==> config.mk <==
export PLATFORM = sky130hd
export DESIGN_NAME = sdram_req_fifo_flat
export DESIGN_NICKNAME = d
export VERILOG_FILES = /design/src/rtl/sdram_req_fifo_if.sv /design/src/rtl/sdram_req_fifo.sv /design/src/flat_wrapper.sv
export SDC_FILE = /design/constraint.sdc
export NUM_CORES = 1
export LEC_CHECK = 0
export ABC_AREA = 1
export CAP_MARGIN = 20
export CORE_UTILIZATION = 45
export DETAILED_ROUTE_END_ITERATION = 8
export HOLD_SLACK_MARGIN = 0.1
export MAX_ROUTING_LAYER = met4
export PLACE_DENSITY = 0.67
export RECOVER_POWER = 50
export SLEW_MARGIN = 30
export SYNTH_ARGS = -nofsm -noshare
export SYNTH_HDL_FRONTEND = slang
export SYNTH_SLANG_ARGS = --single-unit
==> constraint.sdc <==
create_clock -name i_dram_clk -period 3.1 [get_ports i_dram_clk]
set_input_delay 0.62 -clock i_dram_clk [delete_from_list [all_inputs] [get_ports i_dram_clk]]
set_output_delay 0.62 -clock i_dram_clk [all_outputs]
set_load 0.02 [all_outputs]
==> src/rtl/sdram_req_fifo_if.sv <==
// sdram_req_fifo_if: user request, controller and read-response signals of sdram_req_fifo.
interface sdram_req_fifo_if #(
    parameter int AddrWidth = 22,
    parameter int DataWidth = 16,
    parameter int Depth     = 8
);
    logic                     i_req_valid;
    logic                     o_req_ready;
    logic                     i_req_we;
    logic [AddrWidth-1:0]     i_req_addr;
    logic [DataWidth-1:0]     i_req_data;
    logic                     o_ctrl_wr_req;
    logic                     o_ctrl_rd_req;
    logic [AddrWidth-1:0]     o_ctrl_addr;
    logic [DataWidth-1:0]     o_ctrl_wr_data;
    logic                     i_ctrl_ack;
    logic                     i_ctrl_rd_rdy;
    logic [DataWidth-1:0]     i_ctrl_rd_data;
    logic                     o_rsp_valid;
    logic [DataWidth-1:0]     o_rsp_data;
    logic                     i_rsp_ready;
    logic [$clog2(Depth):0]   o_level;

    modport master (
        output i_req_valid, i_req_we, i_req_addr, i_req_data,
        output i_ctrl_ack, i_ctrl_rd_rdy, i_ctrl_rd_data, i_rsp_ready,
        input  o_req_ready, o_ctrl_wr_req, o_ctrl_rd_req, o_ctrl_addr, o_ctrl_wr_data,
        input  o_rsp_valid, o_rsp_data, o_level
    );
    modport slave (
        input  i_req_valid, i_req_we, i_req_addr, i_req_data,
        input  i_ctrl_ack, i_ctrl_rd_rdy, i_ctrl_rd_data, i_rsp_ready,
        output o_req_ready, o_ctrl_wr_req, o_ctrl_rd_req, o_ctrl_addr, o_ctrl_wr_data,
        output o_rsp_valid, o_rsp_data, o_level
    );
endinterface

==> src/rtl/sdram_req_fifo.sv <==
// sdram_req_fifo: in-order request queue issuing one SDRAM request at a time,
// with a single-entry read-response register.
module sdram_req_fifo #(
    parameter int AddrWidth = 22,
    parameter int DataWidth = 16,
    parameter int Depth     = 8
) (
    input logic             i_dram_clk,
    input logic             i_rst_n,
    sdram_req_fifo_if.slave bus
);
    localparam int PtrW = $clog2(Depth);

    typedef enum logic [1:0] {IDLE, ISSUE, WAIT_RD} state_t;

    state_t               r_state, w_next;
    logic [PtrW-1:0]      r_wr_ptr, r_rd_ptr;
    logic [PtrW:0]        r_level;
    logic                 r_we_mem   [Depth];
    logic [AddrWidth-1:0] r_addr_mem [Depth];
    logic [DataWidth-1:0] r_data_mem [Depth];
    logic                 r_rsp_valid;
    logic [DataWidth-1:0] r_rsp_data;
    logic                 w_push, w_pop, w_head_we, w_issue;

    assign w_head_we          = r_we_mem[r_rd_ptr];
    assign w_issue            = r_state == ISSUE;
    assign bus.o_req_ready    = r_level != (PtrW+1)'(Depth);
    assign w_push             = bus.i_req_valid && bus.o_req_ready;
    assign w_pop              = w_issue && bus.i_ctrl_ack;
    assign bus.o_level        = r_level;
    assign bus.o_ctrl_wr_req  = w_issue && w_head_we;
    assign bus.o_ctrl_rd_req  = w_issue && !w_head_we;
    assign bus.o_ctrl_addr    = w_issue ? r_addr_mem[r_rd_ptr] : '0;
    assign bus.o_ctrl_wr_data = w_issue ? r_data_mem[r_rd_ptr] : '0;
    assign bus.o_rsp_valid    = r_rsp_valid;
    assign bus.o_rsp_data     = r_rsp_data;

    always_ff @(posedge i_dram_clk) begin
        if (w_push) begin
            r_we_mem[r_wr_ptr]   <= bus.i_req_we;
            r_addr_mem[r_wr_ptr] <= bus.i_req_addr;
            r_data_mem[r_wr_ptr] <= bus.i_req_data;
        end
    end

    always_ff @(posedge i_dram_clk or negedge i_rst_n) begin
        if (!i_rst_n) begin
            r_state     <= IDLE;
            r_wr_ptr    <= '0;
            r_rd_ptr    <= '0;
            r_level     <= '0;
            r_rsp_valid <= 1'b0;
            r_rsp_data  <= '0;
        end else begin
            r_state <= w_next;
            if (w_push) r_wr_ptr <= r_wr_ptr + PtrW'(1);
            if (w_pop) r_rd_ptr <= r_rd_ptr + PtrW'(1);
            if (w_push && !w_pop) r_level <= r_level + (PtrW+1)'(1);
            else if (!w_push && w_pop) r_level <= r_level - (PtrW+1)'(1);
            if (r_state == WAIT_RD && bus.i_ctrl_rd_rdy) begin
                r_rsp_valid <= 1'b1;
                r_rsp_data  <= bus.i_ctrl_rd_data;
            end else if (bus.i_rsp_ready) begin
                r_rsp_valid <= 1'b0;
            end
        end
    end

    // A read waits in IDLE while a response is pending, so the response register is never overwritten.
    always_comb begin
        w_next = r_state;
        case (r_state)
            IDLE:    if (r_level != '0 && (w_head_we || !r_rsp_valid)) w_next = ISSUE;
            ISSUE:   if (bus.i_ctrl_ack) w_next = w_head_we ? IDLE : WAIT_RD;
            WAIT_RD: if (bus.i_ctrl_rd_rdy) w_next = IDLE;
            default: w_next = IDLE;
        endcase
    end
endmodule

==> src/flat_wrapper.sv <==
// flat-port wrapper written by rule: the top's interface ports become plain ports
module sdram_req_fifo_flat 
#(
    parameter int AddrWidth = 22,
    parameter int DataWidth = 16,
    parameter int Depth     = 8
)
  (i_dram_clk, i_rst_n, bus_i_req_valid, bus_i_req_we, bus_i_req_addr, bus_i_req_data, bus_i_ctrl_ack, bus_i_ctrl_rd_rdy, bus_i_ctrl_rd_data, bus_i_rsp_ready, bus_o_req_ready, bus_o_ctrl_wr_req, bus_o_ctrl_rd_req, bus_o_ctrl_addr, bus_o_ctrl_wr_data, bus_o_rsp_valid, bus_o_rsp_data, bus_o_level);
  sdram_req_fifo_if #(.AddrWidth(AddrWidth), .DataWidth(DataWidth), .Depth(Depth)) bus_i ();
  input logic i_dram_clk;
  input logic i_rst_n;
  input wire logic [$bits(bus_i.i_req_valid)-1:0] bus_i_req_valid;
  input wire logic [$bits(bus_i.i_req_we)-1:0] bus_i_req_we;
  input wire logic [$bits(bus_i.i_req_addr)-1:0] bus_i_req_addr;
  input wire logic [$bits(bus_i.i_req_data)-1:0] bus_i_req_data;
  input wire logic [$bits(bus_i.i_ctrl_ack)-1:0] bus_i_ctrl_ack;
  input wire logic [$bits(bus_i.i_ctrl_rd_rdy)-1:0] bus_i_ctrl_rd_rdy;
  input wire logic [$bits(bus_i.i_ctrl_rd_data)-1:0] bus_i_ctrl_rd_data;
  input wire logic [$bits(bus_i.i_rsp_ready)-1:0] bus_i_rsp_ready;
  output wire logic [$bits(bus_i.o_req_ready)-1:0] bus_o_req_ready;
  output wire logic [$bits(bus_i.o_ctrl_wr_req)-1:0] bus_o_ctrl_wr_req;
  output wire logic [$bits(bus_i.o_ctrl_rd_req)-1:0] bus_o_ctrl_rd_req;
  output wire logic [$bits(bus_i.o_ctrl_addr)-1:0] bus_o_ctrl_addr;
  output wire logic [$bits(bus_i.o_ctrl_wr_data)-1:0] bus_o_ctrl_wr_data;
  output wire logic [$bits(bus_i.o_rsp_valid)-1:0] bus_o_rsp_valid;
  output wire logic [$bits(bus_i.o_rsp_data)-1:0] bus_o_rsp_data;
  output wire logic [$bits(bus_i.o_level)-1:0] bus_o_level;
  assign bus_i.i_req_valid = bus_i_req_valid;
  assign bus_i.i_req_we = bus_i_req_we;
  assign bus_i.i_req_addr = bus_i_req_addr;
  assign bus_i.i_req_data = bus_i_req_data;
  assign bus_i.i_ctrl_ack = bus_i_ctrl_ack;
  assign bus_i.i_ctrl_rd_rdy = bus_i_ctrl_rd_rdy;
  assign bus_i.i_ctrl_rd_data = bus_i_ctrl_rd_data;
  assign bus_i.i_rsp_ready = bus_i_rsp_ready;
  assign bus_o_req_ready = bus_i.o_req_ready;
  assign bus_o_ctrl_wr_req = bus_i.o_ctrl_wr_req;
  assign bus_o_ctrl_rd_req = bus_i.o_ctrl_rd_req;
  assign bus_o_ctrl_addr = bus_i.o_ctrl_addr;
  assign bus_o_ctrl_wr_data = bus_i.o_ctrl_wr_data;
  assign bus_o_rsp_valid = bus_i.o_rsp_valid;
  assign bus_o_rsp_data = bus_i.o_rsp_data;
  assign bus_o_level = bus_i.o_level;
  sdram_req_fifo #(.AddrWidth(AddrWidth), .DataWidth(DataWidth), .Depth(Depth)) u_core (.i_dram_clk(i_dram_clk), .i_rst_n(i_rst_n), .bus(bus_i));
endmodule
==> results of run 1 <==
==> routing by layer <==
| metal | track usage [%] | routed length [um] | part of all wire [%] | up-vias |
|---|---|---|---|---|
| li1 | - | - | - | 3995 |
| met1 | 27.1 | 13000 | 44 | 4205 |
| met2 | 31.8 | 14100 | 47 | 289 |
| met3 | 3.22 | 1880 | 6.3 | 55 |
| met4 | 5.65 | 677 | 2.3 | 0 |
| met5 | - | 0 | 0 | - |
==> layout by cell type, fill, tap and decap left out, drive strengths merged, types with 3 or more instances in the layout <==
| cell type | synthesis | layout |
|---|---|---|
| edfxtp | 312 | 312 |
| nor2 | 244 | 244 |
| o21ai | 193 | 193 |
| clkbuf | 25 | 61 |
| clkdlybuf4s50 | 0 | 42 |
| dlygate4sd3 | 0 | 40 |
| buf | 39 | 39 |
| o22ai | 38 | 38 |
| a31oi | 38 | 38 |
| nand2 | 33 | 33 |
| dfrtp | 29 | 29 |
| inv | 21 | 22 |
| mux2 | 16 | 16 |
| dlygate4sd2 | 0 | 15 |
| clkinv | 0 | 15 |
| nand3 | 11 | 11 |
| clkdlybuf4s15 | 0 | 10 |
| ha | 5 | 5 |
| xor2 | 4 | 4 |
| a21oi | 3 | 3 |
==> cells in the mapped netlist (all sizes together) (5+ instances only) <==
master,n
a31oi,38
o21ai,193
ha,5
nand2,33
buf,39
nor2,244
o22ai,38
dfrtp,29
clkbuf,25
inv,21
nand3,11
mux2,16
edfxtp,312
==> worst paths after layout <==
check,endpoint,startpoint,cells after the start,slack (ps)
setup / recovery,bus_o_ctrl_addr[12],u_core.r_rd_ptr[0]$_DFFE_PN0P_,7,70
hold / removal,u_core.bus.o_rsp_data[3]$_DFFE_PN0P_,u_core.bus.o_rsp_data[3]$_DFFE_PN0P_,1,490
setup reg to reg,u_core.bus.o_level[3]$_DFFE_PN0P_,u_core.r_state[1]$_DFFE_PN0P_,12,590
hold reg to reg,u_core.bus.o_rsp_data[3]$_DFFE_PN0P_,u_core.bus.o_rsp_data[3]$_DFFE_PN0P_,1,490
max in group asynchronous,u_core.bus.o_rsp_data[10]$_DFFE_PN0P_,i_rst_n,2,1580
min in group asynchronous,u_core.r_rd_ptr[1]$_DFFE_PN0P_,i_rst_n,1,650
==> power by group <==
part           leakage, nW  total, mW  switching (mW)  internal (mW)
clock network        0.573       4.13            1.71           2.43
logic                 2.01       6.21            3.89           2.32
registers             3.18       6.12           0.271           5.85
==> metrics by stage <==
step / instance area (sq um) / hold slack, ps / setup slack [ps]
2_1_floorplan: 13500 / 324 / -279
3_3_place_gp: 15400 / 472 / 279
3_5_place_dp: 15400 / 480 / 272
4_1_cts: 16600 / 494 / -156
5_1_grt: 16600 / 507 / -59.7
6_report: 16600 / 487 / 69.4
==> repair_timing <==
item | in CTS | in global routing
resized for setup | 53 | 49
gates cloned | 2 | 1
setup endpoints to repair | 39 | 28
==> critical path: cells and delay by family (launching register included) <==
kind | cells | cell delay (ps)
flip-flops | 1 | 500
buffers and inverters | 3 | 870
AO/OA/AOI/OAI | 4 | 510
==> area by class of cell <==
type,instances,area (sq um),share of cell area (%)
clock inverter,20,168,1.01
sequential,341,10100,60.9
multi-input combinational,592,2990,18.0
timing repair buffer,166,1770,10.7
tap,390,488,2.94
antenna,1,2.50,0.0151
clock buffer,44,981,5.91
inverter,21,93.8,0.566
==> registers in the layout, summed over array words and instances, names as in the netlist, 2 cells and up <==
name                   cells
u_core.r_addr_mem        176
u_core.r_data_mem        128
u_core.r_we_mem            8
u_core.r_rd_ptr            3
u_core.bus.o_rsp_data     16
u_core.bus.o_level         4
u_core.r_state             2
u_core.r_wr_ptr            3
==> kinds of logic (layout without fill, tap and decap cells) <==
logic type      after synthesis  after routing  synth area share, %
compound gates              273            273                 10.8
xor+xnor                      6              6                0.389
fa+ha+maj                     6              6                0.612
buf+inv                      85            251                 3.56
flops                       341            341                 74.8
mux                          16             16                 1.33
other cells                   0              1                    0
simple gates                291            291                 8.48
==> run summary, run 1 <==
layout cells sized above 1 = 12.2%
WL final = 29600 um
initial DRC count = 656
Max-Cap Viols = 0
first-pass GRT wire length = 46400 um
max-slew violations = 0
f_max = 330 MHz
crit end category = output pin
via density per instance = 5.42
Synth cell types = 32
Final Cycle Share = 97.8%
Power Total = 16.5 mW
CTS Sinks = 341
Hold Path Class = register to register
Yosys top cell by area = edfxtp_1
post-route ant nets = 0
initial antenna violation count = 1
EDFF count, synth = 312
Die Wd = 175 um
WL per Instance = 18.8 um
Slew headroom = 44.6%
cells after synthesis = 1018
Area contributors post-synth = edfxtp_1, nor2_1, o21ai_0
Leak = 5.77 nW
drt first pass iters = 4
Crit Path Max Fanout = 28
Synth warnings = 0
clock tree buffer depth = 3
drc violations = 0
ys async rst share = 8.50%
Fill cells = 2389
final std cells w/o fill = 1575
worst skew pair latency = 520 ps
worst-path cell chain = buf_16 > bufbuf_16 > o21ai_0 > o22ai_1 > o21ai_1 > a31oi_1 > clkdlybuf4s15_1
post-synth top area share = 69.4%
actual slew at the worst max-slew pin = 828 ps
Synth Cell Area = 0.0135 sq mm
TritonCTS Buffers = 36
Rows = 63
all-layer global routing usage = 20.1%
largest net degree at the start of global routing = 56
Vias = 8544
status = completed
final setup fails = 0
CTS tree = done
setup TNS = 0 ps
crit path time final = 3030 ps
CTS clock-pin slew for the worst setup and hold paths = 60 ps
worst path required time = 2480 ps
Worst Skew = 22.5 ps
gpl congestion = 0.739
vias in the first global route = 8227
register bit total from synthesis = 341
CP arrival = 2410 ps
Root Buffer = clkbuf_16
PD cells = 992 mW/mm^2
Final nets = 1225
Die ar. = 0.0307 sq mm
gr ovfl total = 0
Initial Util = 45.7%
Layout area overhead = 22.9%
Main synth FF type = edfxtp_1
Fin. Hold Viols = 0
post-layout util = 56.1%
kind of critical path = register to output pin
Slowest-stage cell, CP = dfrtp_4
area of the core = 0.0296 sq mm
Avg Cell Area, Syn = 13.3 sq um
DIE HEIGHT = 175 um
PortBufs = 122
CTS Hold Buffers Added = 0
VDD IR max = 483 uV
Critical Path Max Stage Delay = 500 ps
H-Tree Depth = 2
Startpoint Class = register
register area share after synthesis = 74.8%
postcts setup bufs = 0
num ports = 123
placed cells = 1507
HPWL Detailed = 16500 um
RSZ-0062 raised after global routing = yes
Mapped Nets = 1085
Note: power is estimated with default switching activity, not from simulation.
==> run 2, diff against run 1 <==
--- a/config.mk
+++ b/config.mk
@@ -11,7 +11,7 @@
 export DETAILED_ROUTE_END_ITERATION = 8
 export HOLD_SLACK_MARGIN = 0.1
 export MAX_ROUTING_LAYER = met4
-export PLACE_DENSITY = 0.67
+export PLACE_DENSITY = 0.68
 export RECOVER_POWER = 50
 export SLEW_MARGIN = 30
 export SYNTH_ARGS = -nofsm -noshare
==> run 2 against run 1 <==
Compared with the run above:
- the run now ends with capacitance limit, slew limit left
- power down 1.0%
- global-route usage up 0.36 points
- flip-flop and latch count unchanged
- clock skew down 0.61 ps
- die area unchanged
- final area down 0.91%
- critical path depth up 1
- register-to-register slack better by 40 ps
- utilization down 0.51 points
- routed wire length up 0.27%
- count of clock-buffer cells in the layout unchanged
- first-iteration DRC count up 4.3%
- critical path type unchanged
- largest power group is now registers
- highest routed layer unchanged
==> run summary, run 2 (synthesis gave the netlist of run 1 again) <==
status = finished, violations left (was completed)
failing checks = capacitance limit, slew limit
clock power share = 25.4% (was 25.1%)
commonest non-fill, non-tap cell in the layout = edfxtp_1 (unchanged)
initial antenna violation count = 2 (was 1)
Layout area overhead = 21.8% (was 22.9%)
TritonCTS Buffers = 35 (was 36)
CP arrival = 2420 ps (was 2410 ps)
Vias = 8430 (was 8544)
Final nets = 1217 (was 1225)
area post-placement = 0.0153 sq mm (was 0.0154 sq mm)
Leak = 5.73 nW (was 5.77 nW)
Hold WS = 490 ps (was 487 ps)
switching share of power = 35.4% (was 35.7%)
Slew headroom = -11.3% (was 44.6%)
final std cells w/o fill = 1565 (was 1575)
Root Buffer = clkbuf_16 (unchanged)
VDD IR max = 419 uV (was 483 uV)
Hold Path Class = register to register (unchanged)
vias in the first global route = 8372 (was 8227)
CTS Hold Buffers Added = 0 (unchanged)
power share of the sequential group = 37.6% (was 37.2%)
num ports = 123 (unchanged)
DIE HEIGHT = 175 um (unchanged)
max-slew violations = 30 (was 0)
Crit Path Max Fanout = 58 (was 28)
crit path time final = 3040 ps (was 3030 ps)
worst skew pair latency = 510 ps (was 520 ps)
Crit path max-delay family = buffers and inverters (unchanged)
drc violations = 0 (unchanged)
all-layer global routing usage = 20.5% (was 20.1%)
most frequent cells in the layout = edfxtp_1, nor2_1, o21ai_0 (unchanged)
Die Wd = 175 um (unchanged)
Slowest-stage cell, CP = dfrtp_4 (unchanged)
first-pass GRT wire length = 46700 um (was 46400 um)
PortBufs = 122 (unchanged)
area of the core = 0.0296 sq mm (unchanged)
crit end category = output pin (unchanged)
drt first pass iters = 5 (was 4)
internal power = 10.5 mW (was 10.6 mW)
kind of critical path = register to output pin (unchanged)
H-Tree Depth = 2 (unchanged)
layout cells sized above 1 = 9.38% (was 12.2%)
setup TNS = 0 ps (unchanged)
Critical Path Max Stage Delay = 540 ps (was 500 ps)
Max-Cap Viols = 1 (was 0)
Die ar. = 0.0307 sq mm (unchanged)
post-layout util = 55.6% (was 56.1%)
initial DRC count = 684 (was 656)
Reg2Reg Launch Point = u_core.r_state[1]$_DFFE_PN0P_ (unchanged)
Power Total = 16.3 mW (was 16.5 mW)
actual slew at the worst max-slew pin = 1670 ps (was 828 ps)
gpl congestion = 0.752 (was 0.739)
Startpoint Class = register (unchanged)
worst-case reg-to-reg path depth = 12 (unchanged)
logic gate share of total power = 37.0% (was 37.7%)
PD cells = 991 mW/mm^2 (was 992 mW/mm^2)
hold path depth = 1 (unchanged)
WL final = 29700 um (was 29600 um)
WP buf/inv = 4 (was 3)
R2R setup slack = 630 ps (was 590 ps)
pre-CTS setup slack = 265 ps (was 272 ps)
RSZ-0062 raised after global routing = yes (unchanged)
Finished Cell Area = 0.0164 sq mm (was 0.0166 sq mm)
CTS clock-pin slew for the worst setup and hold paths = 60 ps (about the same)
hold path start = u_core.bus.o_rsp_data[5]$_DFFE_PN0P_ (was u_core.bus.o_rsp_data[3]$_DFFE_PN0P_)
post-route setup slack = 63.1 ps (was 69.4 ps)
Final Cycle Share = 98.0% (was 97.8%)
post-route ant nets = 0 (unchanged)
WL per Instance = 19.0 um (was 18.8 um)
Worst Skew = 21.9 ps (was 22.5 ps)
CTS Sinks = 341 (unchanged)
via density per instance = 5.39 (was 5.42)
worst-path cell chain = inv_4 > buf_16 > buf_4 > nor2_1 > o22ai_1 > o21ai_1 > a31oi_1 > clkdlybuf4s15_1 (was buf_16 > bufbuf_16 > o21ai_0 > o22ai_1 > o21ai_1 > a31oi_1 > clkdlybuf4s15_1)
max reg flops = 176 (unchanged)
Initial Util = 45.7% (unchanged)
final setup fails = 0 (unchanged)
placed cells = 1501 (was 1507)
f_max = 329 MHz (was 330 MHz)
HPWL Detailed = 16100 um (was 16500 um)
Rows = 63 (unchanged)
Switch Pwr = 5.78 mW (was 5.87 mW)
CTS tree = done (unchanged)
largest net degree at the start of global routing = 59 (was 56)
gr ovfl total = 0 (unchanged)
largest reg by FF count = u_core.r_addr_mem (unchanged)
clock tree buffer depth = 3 (unchanged)
Fin. Hold Viols = 0 (unchanged)
reg2reg end = u_core.bus.o_level[3]$_DFFE_PN0P_ (unchanged)
WHS Endpoint = u_core.bus.o_rsp_data[5]$_DFFE_PN0P_ (was u_core.bus.o_rsp_data[3]$_DFFE_PN0P_)
worst path required time = 2480 ps (about the same)
-- run 2: changes by cell type in the layout (fill, tap and decap cells not counted), sizes merged, moves of 2 or more --
cell,previous run,this run
dlymetal6s2s,1,3
clkdlybuf4s15,10,5
dlygate4sd2,15,29
buf,39,34
clkbuf,61,48
bufinv,2,4
clkinv,15,10
-- run 2: power by group through the flow --
| stage | registers, mW | logic [mW] | clock network (mW) |
|---|---|---|---|
| floorplan | 6.32 | 3.68 | 0 |
| global route | 6.19 | 6.61 | 4.40 |
| global placement | 6.17 | 6.06 | 0 |
| CTS | 6.13 | 6.09 | 4.22 |
| detailed placement | 6.20 | 6.11 | 0 |
| finish | 6.12 | 6.03 | 4.15 |
-- run 2: worst max-delay path by stage --
| stage | slack, ps | from | depth (start not counted) | to |
|---|---|---|---|---|
| global placement | 280 | u_core.r_rd_ptr[0]$_DFFE_PN0P_ | 6 | bus_o_ctrl_wr_data[10] |
| global route | -70 | u_core.r_rd_ptr[0]$_DFFE_PN0P_ | 8 | bus_o_ctrl_addr[5] |
| finish | 60 | u_core.r_rd_ptr[0]$_DFFE_PN0P_ | 8 | bus_o_ctrl_addr[5] |
| detailed placement | 270 | u_core.r_rd_ptr[0]$_DFFE_PN0P_ | 7 | bus_o_ctrl_addr[16] |
| floorplan | -280 | u_core.bus.o_level[0]$_DFFE_PN0P_ | 5 | u_core.r_addr_mem[0][0]$_DFFE_PP_ |
| CTS | -90 | u_core.r_rd_ptr[0]$_DFFE_PN0P_ | 6 | bus_o_ctrl_addr[13] |
-- run 2: what timing repair did --
| item | CTS | global route |
|---|---|---|
| setup endpoints to repair | 40 | 11 |
| hold endpoints to repair | 0 | 0 |
| buffers inserted | 0 | 0 |
| gates resized for setup | 43 | 19 |
| cloned | 2 | 0 |
| pin swaps | 0 | 0 |
-- run 2: final cells by class --
cell class / instances / area (sq um)
diodes: 2 / 5.00
clock buffers: 44 / 952
clock inverters: 16 / 175
fillers: 2355 / 13100
inverters: 21 / 86.3
multi-input cells: 592 / 2990
flip-flops and latches: 341 / 10100
well taps: 390 / 488
repair buffers: 159 / 1650
-- run 2: layer usage --
| metal | vias to the layer above | track usage (%) | part of all wire (%) |
|---|---|---|---|
| met5 | - | - | 0 |
| met4 | 0 | 6.27 | 2.2 |
| li1 | 3976 | - | - |
| met1 | 4062 | 26.3 | 43 |
| met3 | 63 | 3.92 | 6.7 |
| met2 | 329 | 33.0 | 48 |
==> run 3, diff against run 2 <==
--- a/config.mk
+++ b/config.mk
@@ -11,7 +11,7 @@
 export DETAILED_ROUTE_END_ITERATION = 8
 export HOLD_SLACK_MARGIN = 0.1
 export MAX_ROUTING_LAYER = met4
-export PLACE_DENSITY = 0.68
+export PLACE_DENSITY = 0.72
 export RECOVER_POWER = 50
 export SLEW_MARGIN = 30
 export SYNTH_ARGS = -nofsm -noshare
==> run 3 against run 2 <==
Compared with the run above:
- the run now ends clean
- hold slack lost 3.3 ps
- worst setup slack better by 40 ps
- first-iteration DRC count up 0.73%
- critical path depth decreased by 1
- fmax increased by 1.3%
- critical endpoint is now bus_o_ctrl_addr[21]
- power fell by 0.16%
- clock skew down 1.2 ps
- final area barely moved
==> run summary, run 3 (synthesis gave the netlist of run 1 again) <==
status = completed (was finished, violations left)
Worst Skew = 20.7 ps (was 21.9 ps)
CTS clock-pin slew for the worst setup and hold paths = 60 ps (about the same)
max-slew violations = 0 (was 30)
worst-path cell chain = inv_4 > buf_16 > o21ai_0 > o22ai_1 > o21ai_1 > a31oi_1 > clkdlybuf4s15_1 (was inv_4 > buf_16 > buf_4 > nor2_1 > o22ai_1 > o21ai_1 > a31oi_1 > clkdlybuf4s15_1)
largest reg by FF count = u_core.r_addr_mem (unchanged)
largest net degree at the start of global routing = 70 (was 59)
Die Wd = 175 um (unchanged)
max reg flops = 176 (unchanged)
Slowest-stage cell, CP = dfrtp_4 (unchanged)
H-Tree Depth = 2 (unchanged)
crit path time final = 3000 ps (was 3040 ps)
Startpoint Class = register (unchanged)
Final nets = 1215 (was 1217)
actual slew at the worst max-slew pin = 892 ps (was 1670 ps)
final std cells w/o fill = 1567 (was 1565)
Critical Path Max Stage Delay = 520 ps (was 540 ps)
Root Buffer = clkbuf_16 (unchanged)
layout cells sized above 1 = 9.62% (was 9.38%)
crit end category = output pin (unchanged)
Layout area overhead = 21.7% (was 21.8%)
TritonCTS Buffers = 36 (was 35)
Leak = 5.70 nW (was 5.73 nW)
drt first pass iters = 5 (unchanged)
R2R setup slack = 660 ps (was 630 ps)
worst skew pair latency = 520 ps (was 510 ps)
postcts setup bufs = 0 (unchanged)
RSZ-0062 raised after global routing = yes (unchanged)
placed cells = 1499 (was 1501)
setup TNS = 0 ps (unchanged)
kind of critical path = register to output pin (unchanged)
HPWL Detailed = 16100 um (about the same)
post-route ant nets = 0 (unchanged)
CP arrival = 2380 ps (was 2420 ps)
PortBufs = 122 (unchanged)
most frequent cells in the layout = edfxtp_1, nor2_1, o21ai_0 (unchanged)
CTS Sinks = 341 (unchanged)
Initial Util = 45.7% (unchanged)
VDD IR max = 529 uV (was 419 uV)
Rows = 63 (unchanged)
WL per Instance = 19.1 um (was 19.0 um)
Vias = 8543 (was 8430)
all-layer global routing usage = 19.9% (was 20.5%)
initial antenna violation count = 2 (unchanged)
Slew headroom = 40.3% (was -11.3%)
first-pass GRT wire length = 45700 um (was 46700 um)
final setup fails = 0 (unchanged)
vias in the first global route = 8262 (was 8372)
WL final = 29900 um (was 29700 um)
initial DRC count = 689 (was 684)
worst path required time = 2480 ps (about the same)
DIE HEIGHT = 175 um (unchanged)
clock tree buffer depth = 3 (unchanged)
PD cells = 990 mW/mm^2 (was 991 mW/mm^2)
Fin. Hold Viols = 0 (unchanged)
f_max = 334 MHz (was 329 MHz)
Hold Path Class = register to register (unchanged)
num ports = 123 (unchanged)
gr ovfl total = 0 (unchanged)
gpl congestion = 0.751 (was 0.752)
Max-Cap Viols = 0 (was 1)
via density per instance = 5.45 (was 5.39)
Final Cycle Share = 96.7% (was 98.0%)
Die ar. = 0.0307 sq mm (unchanged)
CTS tree = done (unchanged)
drc violations = 0 (unchanged)
Crit Path Max Fanout = 60 (was 58)
CTS Hold Buffers Added = 0 (unchanged)
commonest non-fill, non-tap cell in the layout = edfxtp_1 (unchanged)
area of the core = 0.0296 sq mm (unchanged)
==> run 3: cell count changes in the layout (fill, tap and decap cells not counted), moves of 2 or more <==
| cell | before | now |
|---|---|---|
| dlygate4sd2_1 | 29 | 32 |
| inv_6 | 2 | 0 |
| dlymetal6s2s_1 | 3 | 1 |
| buf_12 | 7 | 10 |
| bufbuf_16 | 2 | 0 |
| buf_4 | 21 | 17 |
| clkinv_2 | 1 | 7 |
| clkbuf_16 | 37 | 39 |
==> run 3: final cells by class <==
class / instances / area [sq um]
Fill cell: 2376 / 13100
Sequential cell: 341 / 10100
Multi-Input combinational cell: 592 / 2990
Timing Repair Buffer: 156 / 1610
Clock buffer: 44 / 973
Tap cell: 390 / 488
Clock inverter: 21 / 183
Inverter: 21 / 83.8
Antenna cell: 2 / 5.00
==> run 3: per-layer routing <==
metal | wire length, um | part of all wire, % | global-route usage [%] | vias up
met5 | 0 | 0 | - | -
met4 | 533 | 1.8 | 6.01 | 0
met3 | 2190 | 7.3 | 3.61 | 55
met2 | 14500 | 48 | 31.6 | 331
met1 | 12700 | 43 | 26.1 | 4179
li1 | - | - | - | 3978
==> run 3: power by group <==
group          switching, mW  internal [mW]
logic                   3.89           2.10
registers              0.262           5.85
clock network           1.68           2.48
==> run 3: final timing paths <==
| kind | cells past startpoint | from | endpoint |
|---|---|---|---|
| max | 7 | u_core.r_rd_ptr[0]$_DFFE_PN0P_ | bus_o_ctrl_addr[21] |
| min | 1 | u_core.bus.o_rsp_data[10]$_DFFE_PN0P_ | u_core.bus.o_rsp_data[10]$_DFFE_PN0P_ |
| max reg2reg | 12 | u_core.r_state[1]$_DFFE_PN0P_ | u_core.bus.o_level[3]$_DFFE_PN0P_ |
| min reg2reg | 1 | u_core.bus.o_rsp_data[10]$_DFFE_PN0P_ | u_core.bus.o_rsp_data[10]$_DFFE_PN0P_ |
| max in group asynchronous | 2 | i_rst_n | u_core.bus.o_rsp_data[7]$_DFFE_PN0P_ |
| min in group asynchronous | 1 | i_rst_n | u_core.r_rd_ptr[1]$_DFFE_PN0P_ |
==> run 3: worst max-delay path: cells and delay by family, from the launching register on <==
kind            cells  cell delay (ps)
buf+inv             3              730
flops               1              520
compound gates      4              580
==> run 3: per-stage QoR <==
step	hold WS [ps]	worst slack [ps]	total power, mW	cell area (sq um)	utilization [%]
2_1_floorplan	324	-279	10.0	13500	-
3_3_place_gp	472	375	12.2	15300	51.7
3_5_place_dp	482	337	12.4	15300	51.7
4_1_cts	494	10.3	16.3	16400	55.5
5_1_grt	503	-42.8	17.2	16400	55.6
6_report	487	103	16.3	16400	55.6
==> run 3: timing repair <==
item / CTS / global route
endpoints found under the setup margin: 39 / 9
gates resized for setup: 44 / 14
cloned: 0 / 1
